File: src/rtl/psum_accumulator.sv
// psum_accumulator: partial-sum stage ahead of the conv output buffer (write on first pass, read-add-write otherwise).
// Build option: define PSUM_SATURATE_EN to saturate accumulate-pass lane sums; by default they wrap.
`ifndef MAC_OUTPUT_WIDTH
`define MAC_OUTPUT_WIDTH 16
`endif

// state | meaning
// IDLE  | waiting for pass_start
// RUN   | accepting MAC beats until pass_length beats have been taken
// DRAIN | waiting until every write of the pass has been issued
module psum_accumulator #(
  parameter int MAC_OUTPUT_WIDTH    = `MAC_OUTPUT_WIDTH,
  parameter int BUFFER_READ_LATENCY = 3,
  parameter int LEN_WIDTH           = 15
) (
  input  logic                          system_clk,
  input  logic                          rst_n,
  input  logic                          pass_start,
  input  logic                          pass_first,
  input  logic [LEN_WIDTH-1:0]          pass_length,
  input  logic                          mac_valid,
  input  logic [MAC_OUTPUT_WIDTH*8-1:0] mac_data,
  output logic                          refresh_req,
  output logic                          adder_pulse,
  input  logic [MAC_OUTPUT_WIDTH*8-1:0] adder_feature,
  output logic [MAC_OUTPUT_WIDTH*8-1:0] feature_in,
  output logic                          feature_valid,
  output logic                          busy,
  output logic                          pass_done
);
  localparam int W   = MAC_OUTPUT_WIDTH;
  localparam int DW  = W * 8;
  localparam int LAT = BUFFER_READ_LATENCY;

  typedef enum logic [1:0] {IDLE, RUN, DRAIN} state_t;

  state_t               state_q, state_d;
  logic                 first_q, first_d;
  logic [LEN_WIDTH-1:0] len_q, len_d;
  logic [LEN_WIDTH-1:0] beat_q, beat_d;
  logic [LEN_WIDTH-1:0] wr_q, wr_d;
  logic                 pass_done_q, pass_done_d;
  logic                 feature_valid_q, feature_valid_d;
  logic [DW-1:0]        feature_in_q, feature_in_d;
  logic [LAT-1:0]       dl_vld_q;
  logic [DW-1:0]        dl_dat_q [LAT];
  logic                 accept;
  logic [DW-1:0]        sum;

  function automatic logic [W-1:0] lane_add(input logic [W-1:0] a, input logic [W-1:0] b);
`ifdef PSUM_SATURATE_EN
    logic [W:0] s;
    s = {a[W-1], a} + {b[W-1], b};
    if (s[W] != s[W-1]) return s[W] ? {1'b1, {(W-1){1'b0}}} : {1'b0, {(W-1){1'b1}}};
    return s[W-1:0];
`else
    return a + b;
`endif
  endfunction

  assign accept        = (state_q == RUN) && mac_valid;
  assign refresh_req   = (state_q == IDLE) && pass_start;
  assign adder_pulse   = accept && !first_q;
  assign busy          = (state_q != IDLE);
  assign pass_done     = pass_done_q;
  assign feature_valid = feature_valid_q;
  assign feature_in    = feature_in_q;

  always_comb begin
    sum = '0;
    for (int k = 0; k < 8; k++)
      sum[k*W +: W] = lane_add(adder_feature[k*W +: W], dl_dat_q[LAT-1][k*W +: W]);
  end

  always_comb begin
    state_d         = state_q;
    first_d         = first_q;
    len_d           = len_q;
    beat_d          = beat_q;
    wr_d            = wr_q;
    pass_done_d     = 1'b0;
    feature_valid_d = 1'b0;
    feature_in_d    = feature_in_q;

    // A pass is either all first-pass or all accumulate, so the two write sources never collide.
    if (accept && first_q) begin
      feature_valid_d = 1'b1;
      feature_in_d    = mac_data;
    end else if (dl_vld_q[LAT-1]) begin
      feature_valid_d = 1'b1;
      feature_in_d    = sum;
    end
    if (feature_valid_d) wr_d = wr_q + 1'b1;

    case (state_q)
      IDLE: begin
        if (pass_start) begin
          first_d = pass_first;
          len_d   = pass_length;
          beat_d  = '0;
          wr_d    = '0;
          state_d = (pass_length == '0) ? DRAIN : RUN;
        end
      end
      RUN: begin
        if (accept) begin
          beat_d = beat_q + 1'b1;
          if (beat_d == len_q) state_d = DRAIN;
        end
      end
      DRAIN: begin
        if (wr_q == len_q) begin
          pass_done_d = 1'b1;
          state_d     = IDLE;
        end
      end
      default: state_d = IDLE;
    endcase
  end

  always_ff @(posedge system_clk or negedge rst_n) begin
    if (!rst_n) begin
      state_q         <= IDLE;
      first_q         <= 1'b0;
      len_q           <= '0;
      beat_q          <= '0;
      wr_q            <= '0;
      pass_done_q     <= 1'b0;
      feature_valid_q <= 1'b0;
      feature_in_q    <= '0;
      dl_vld_q        <= '0;
      for (int i = 0; i < LAT; i++) dl_dat_q[i] <= '0;
    end else begin
      state_q         <= state_d;
      first_q         <= first_d;
      len_q           <= len_d;
      beat_q          <= beat_d;
      wr_q            <= wr_d;
      pass_done_q     <= pass_done_d;
      feature_valid_q <= feature_valid_d;
      feature_in_q    <= feature_in_d;
      // Delay line lines each beat up with the buffer's read data LAT cycles after the pulse.
      dl_vld_q[0]     <= adder_pulse;
      dl_dat_q[0]     <= mac_data;
      for (int i = 1; i < LAT; i++) begin
        dl_vld_q[i] <= dl_vld_q[i-1];
        dl_dat_q[i] <= dl_dat_q[i-1];
      end
    end
  end
endmodule

File: config.mk
export PLATFORM = sky130hd
export DESIGN_NAME = psum_accumulator
export DESIGN_NICKNAME = d
export VERILOG_FILES = /design/src/rtl/psum_accumulator.sv
export SDC_FILE = /design/constraint.sdc
export NUM_CORES = 1
export LEC_CHECK = 0
export ABC_CLOCK_PERIOD_IN_PS = 6100
export CORE_MARGIN = 1.5
export CORE_UTILIZATION = 52
export CTS_BUF_LIST = sky130_fd_sc_hd__clkbuf_8
export CTS_CLUSTER_SIZE = 28
export DETAILED_ROUTE_END_ITERATION = 8
export GPL_TIMING_DRIVEN = 0
export PLACE_DENSITY = 0.79
export SYNTH_ARGS = -nofsm -noshare
export SYNTH_HDL_FRONTEND = slang
export SYNTH_SLANG_ARGS = --single-unit
File: constraint.sdc
create_clock -name system_clk -period 6.1 [get_ports system_clk]
set_clock_uncertainty 0.1 [all_clocks]
set_input_delay 1.83 -clock system_clk [delete_from_list [all_inputs] [get_ports system_clk]]
set_output_delay 1.83 -clock system_clk [all_outputs]
set_load 0.02 [all_outputs]
==> metrics.yaml, run 1 <==
run_status: "complete, but fails checks"
violations: "capacitance limit, slew limit"
fin_crit_sh: 0.985
r2r-start: "state_q[1]"
critPathRequiredTime_ns: 4.17
clkTransAtPathRegs_ns: 0.06
synth.distinct_cells: 74
vias: 18200
routed_wl_um: 71700
post-route-drc-count: 0
cts_tree: "built"
fillers: 3215
finalHoldViolations: 0
synth_nets: 2387
start_kind: "input pin"
cap_violations: 1
cts_inserted_buffers: 90
track_usage: 0.312
synth-warning-count: 0
area_growth_pct: 29.6
setup_viol: 0
path_class: "in -> out"
start_util: 0.528
cp_slowest_stage_delay_ns: 0.67
rrSetupSlack_ns: 2.23
wl_per_cell_um: 22.7
critical_path_arrival_ns: 4.08
place.gp.congestion: 0.933
min_period_ns: 6.01
max_freq_mhz: 166
first_pass_iters: 6
grt.overflow.total: 0
worstRegToRegCells: 8
viasPerCell: 5.75
grt_pass1_vias: 18800
insertion_delay_ns: 0.70
post_cts_buffers: 0
worstPathCellList: "clkdlybuf4s50_1, nor2b_1, nand2_1, clkbuf_2, nor2_1, clkdlybuf4s50_1"
synth-seq-area-share: 0.604
grt_antenna_before_repair: 17
hold_start: "dl_dat_q[362]"
cp_max_fo: 10
die_h_um: 215
maxSlewViolCount: 11
drive_above_1_share: 0.0697
synth_edf_count: 0
ys_ff_latch: 565
fin_area_um2: 30300
clockBufferDepth: 3
cp-end-kind: "primary output"
async_flop_share: 1.00
p_leak_nw: 13.3
synth_cells: 1981
layout_commonest_cell: "dfrtp_1"
syn_avg_cell_area_um2: 11.8
powerDensity_nw_per_um2: 351
core_region_area_um2: 44300
final_cell_mix: "dfrtp_1, clkdlybuf4s50_1, a21oi_1"
cts_sinks: 565
place_area_um2: 28400
hold_path_end: "dl_dat_q[234]"
synthesis.area_um2: 23400
hp-class: "reg -> reg"
grt_first_pass_wirelength_um: 109000
slew_headroom: -0.0377
io_buffers: 408
worstReg2RegEnd: "feature_in[122]"
antenna_left: 0
holdPathStages: 0
post-dp-hpwl_um: 51600
finish.utilization: 0.685
irDropWorstVdd_v: 0.000273
root_buffer: "clkbuf_8"
rows: 77
grt_max_degree: 130
tightest_slew_ns: 1.56
cpMostUsedCell: "clkdlybuf4s50_1"
num-nets-final: 2890
drt_iter0_drc: 1574
dieWidth_um: 215
htree_num_levels: 3
synth_ff_type: "dfrtp_1"
crit_path_top_delay_cell: "clkdlybuf4s50_1"
rsz0062_at_grt: "false"
die_area_um2: 46300
io_pins: 409
-- stage by stage --
| step | worst slack [ns] | hold WS [ns] | cells | setup TNS, ns | total power, W |
|---|---|---|---|---|---|
| floorplan | 1.29 | 0.231 | 1981 | 0 | 0.00589 |
| global placement | -20.67 | 0.231 | 2981 | - | 0.00716 |
| detailed placement | -0.248 | 0.235 | 2985 | -0.248 | 0.00724 |
| CTS | 0.0389 | 0.234 | 3146 | 0 | 0.0107 |
| global route | 0.0306 | 0.241 | 3159 | 0 | 0.0111 |
| finish | 0.0913 | 0.226 | 3162 | 0 | 0.0107 |
-- registers in the layout (all words and copies together) (netlist names) --
register / flops
beat_q: 15
dl_dat_q: 384
dl_vld_q: 3
feature_in: 128
feature_valid: 1
first_q: 1
len_q: 15
pass_done: 1
state_q: 2
wr_q: 15
-- area by class of cell --
type	count	area [um2]	area share
antenna	17	42.5	0.00140
multi-input combinational	1326	8910	0.294
clock buffer	115	1580	0.0522
clock inverter	46	362	0.0119
timing repair buffer	412	4200	0.138
buffer	67	277	0.00911
inverter	22	82.6	0.00272
sequential	565	14100	0.466
tap	592	741	0.0244
-- metal layers --
layer	wire length, um	vias up	global-route usage
met5	8	-	0
met4	3050	2	0.141
met3	5590	178	0.0784
met2	34700	734	0.509
met1	28400	9165	0.395
li1	-	8115	-
-- report_power, final --
part / switching, W / total (W) / internal (W)
combinational: 0.00154 / 0.00273 / 0.00119
sequential: 0.000284 / 0.00447 / 0.00419
clock: 0.00154 / 0.00346 / 0.00191
total: 0.00337 / 0.0107 / 0.00730
-- critical path: cells and delay by family --
kind | cells | cell delay (ns)
buf+inv | 3 | 1.50
simple gates | 3 | 0.74
-- repair_timing --
action | in CTS | in global routing
gates resized for setup | 2 | 2
endpoints found under the setup margin | 1 | 2
hold buffers | 0 | 0
-- worst max-delay path by stage --
stage,cells past startpoint,slack (ns),startpoint,to
finish,6,0.09,mac_valid,adder_pulse
detailed placement,6,-0.25,pass_start,refresh_req
global route,6,0.03,mac_valid,adder_pulse
CTS,6,0.04,pass_start,refresh_req
global placement,1,-20.67,rst_n,dl_dat_q[323]
floorplan,4,1.29,pass_start,refresh_req
-- synth_stat cells (33+ instances only) --
master    count  area [um2]
clkbuf_1     55         206
nor2_1      152         571
ha_1        122        1530
dfrtp_1     565       14100
a21o_1       36         270
xnor2_1      78         683
xor2_1       52         455
mux2i_1      47         470
a211oi_1     33         248
nand2_1     127         477
a21oi_1     183         916
nor3_1       36         180
and3_1       35         219
o21ai_0     133         666
-- logic make-up after synthesis --
kind of cell,Yosys count,share of synthesized area
flip-flops,565,0.604
AO/OA/AOI/OAI,543,0.141
AND/OR/NAND/NOR,457,0.0901
XOR/XNOR,130,0.0486
adder cells (fa/ha/maj),130,0.0720
buffers and inverters,90,0.0153
multiplexers,66,0.0292
Note: power is estimated with default switching activity, not from simulation.
==> run 2: changes to the inputs <==
--- a/config.mk
+++ b/config.mk
@@ -6,6 +6,7 @@
 export NUM_CORES = 1
 export LEC_CHECK = 0
 export ABC_CLOCK_PERIOD_IN_PS = 6100
+export CAP_MARGIN = 10
 export CORE_MARGIN = 1.5
 export CORE_UTILIZATION = 52
 export CTS_BUF_LIST = sky130_fd_sc_hd__clkbuf_8
@@ -13,6 +14,7 @@
 export DETAILED_ROUTE_END_ITERATION = 8
 export GPL_TIMING_DRIVEN = 0
 export PLACE_DENSITY = 0.79
+export SKIP_CTS_REPAIR_TIMING = 1
 export SYNTH_ARGS = -nofsm -noshare
 export SYNTH_HDL_FRONTEND = slang
 export SYNTH_SLANG_ARGS = --single-unit
==> run 2 against run 1 <==
  * The flow now finishes without violations
  * First-iteration DRC count fell by 3.4%
  * Count of clock-buffer cells in the layout fell by 1
  * Routed wire length down 0.29%
  * Final area down 0.38%
==> metrics.yaml, run 2 (synthesis gave the netlist of run 1 again) <==
run_status: "completed"
cp_top_family: "buffers and inverters"
hold_start: "dl_dat_q[214]"
min_period_ns: 6.01
io_buffers: 408
irDropWorstVdd_v: 0.000232
core_region_area_um2: 44300
cp_max_fo: 10
cts_inserted_buffers: 91
first_pass_iters: 5
r2r-start: "state_q[1]"
io_pins: 409
cts_tree: "built"
post-dp-hpwl_um: 51900
routed_wl_um: 71500
worstPathCellList: "clkdlybuf4s50_1, nor2b_1, nand2_1, clkbuf_1, nor2_2, clkdlybuf4s50_1"
grt.overflow.total: 0
drt_iter0_drc: 1520
clkTransAtPathRegs_ns: 0.07
finalHoldViolations: 0
num-nets-final: 2892
setup_viol: 0
critical_path_depth: 6
insertion_delay_ns: 0.70
dieWidth_um: 215
area_growth_pct: 29.1
clockBufferDepth: 3
setup_ws_ns: 0.0948
cp_slowest_stage_delay_ns: 0.64
antenna_left: 0
cts_sinks: 565
root_buffer: "clkbuf_8"
hp-class: "reg -> reg"
slew_headroom: 0.224
htree_num_levels: 3
final_cell_mix: "dfrtp_1, clkdlybuf4s50_1, a21oi_1"
cpMostUsedCell: "clkdlybuf4s50_1"
hold_path_end: "dl_dat_q[86]"
worst-path-buf-inv: 3
grt_antenna_before_repair: 21
regMostFlops: "dl_dat_q"
worstReg2RegEnd: "feature_in[113]"
grt_first_pass_wirelength_um: 108000
crit_path_top_delay_cell: "clkdlybuf4s50_1"
die_h_um: 215
startpoint: "mac_valid"
grt_pass1_vias: 18700
track_usage: 0.309
wl_per_cell_um: 22.6
fin_crit_sh: 0.984
cp-end-kind: "primary output"
p_leak_nw: 13.2
critPathRequiredTime_ns: 4.17
power.total_w: 0.0104
worstRegToRegCells: 8
max_freq_mhz: 167
grt_max_degree: 130
vias: 18200
layout_commonest_cell: "dfrtp_1"
pre_cts_ws_ns: -0.203
largest_register_ffs: 384
drive_above_1_share: 0.0674
holdPathStages: 0
rrSetupSlack_ns: 2.29
tightest_slew_ns: 1.16
start_kind: "input pin"
die_area_um2: 46300
place.gp.congestion: 0.933
post-route-drc-count: 0
start_util: 0.528
viasPerCell: 5.75
critical_path_arrival_ns: 4.08
cap_violations: 0
maxSlewViolCount: 0
rows: 77
rsz0062_at_grt: "false"
powerDensity_nw_per_um2: 345
path_class: "in -> out"
## run 2: cell type report
type                       instances  area, um2
tap                              592        741
timing repair buffer             413       4230
inverter                          22       82.6
antenna                           19       47.5
clock buffer                     114       1570
multi-input combinational       1326       8910
sequential                       565      14100
fill                            3241      14100
clock inverter                    44        228
buffer                            67        275
## run 2: worst max path at each step
stage | end | slack [ns]
3_5_place_dp | refresh_req | -0.20
2_1_floorplan | refresh_req | 1.29
3_3_place_gp | dl_dat_q[323] | -20.67
6_report | adder_pulse | 0.09
5_1_grt | adder_pulse | 0.03
4_1_cts | refresh_req | -0.22
## run 2: through the flow
step / hold slack, ns / cell area (um2) / utilization / cells / TNS, ns
3_5_place_dp: 0.235 / 28400 / 0.640 / 2986 / -0.203
4_1_cts: 0.216 / 30200 / 0.681 / 3144 / -0.216
2_1_floorplan: 0.231 / 23400 / - / 1981 / 0
3_3_place_gp: 0.231 / 28200 / 0.637 / 2981 / -
6_report: 0.221 / 30200 / 0.682 / 3162 / 0
5_1_grt: 0.234 / 30200 / 0.682 / 3158 / 0
## run 2: layer usage
metal | up-vias | track usage | part of all wire
met3 | 185 | 0.0750 | 0.079
met5 | - | 0 | 0.00076
met2 | 797 | 0.499 | 0.48
met4 | 8 | 0.153 | 0.044
met1 | 9077 | 0.390 | 0.40
li1 | 8109 | - | -
## run 2: worst register-to-register path: cells and delay by family, from the launching register on
family                 cells  cell delay (ns)
DFF                        1             0.45
buffers and inverters      4             2.50
and+or+nand+nor            3             0.56
AOI/OAI and AO/OA          1             0.11
## run 2: where the power goes
part | internal [W] | switching (W)
Sequential | 0.00419 | 0.000284
Clock | 0.00172 | 0.00150
Combinational | 0.00120 | 0.00154
Total | 0.00710 | 0.00333
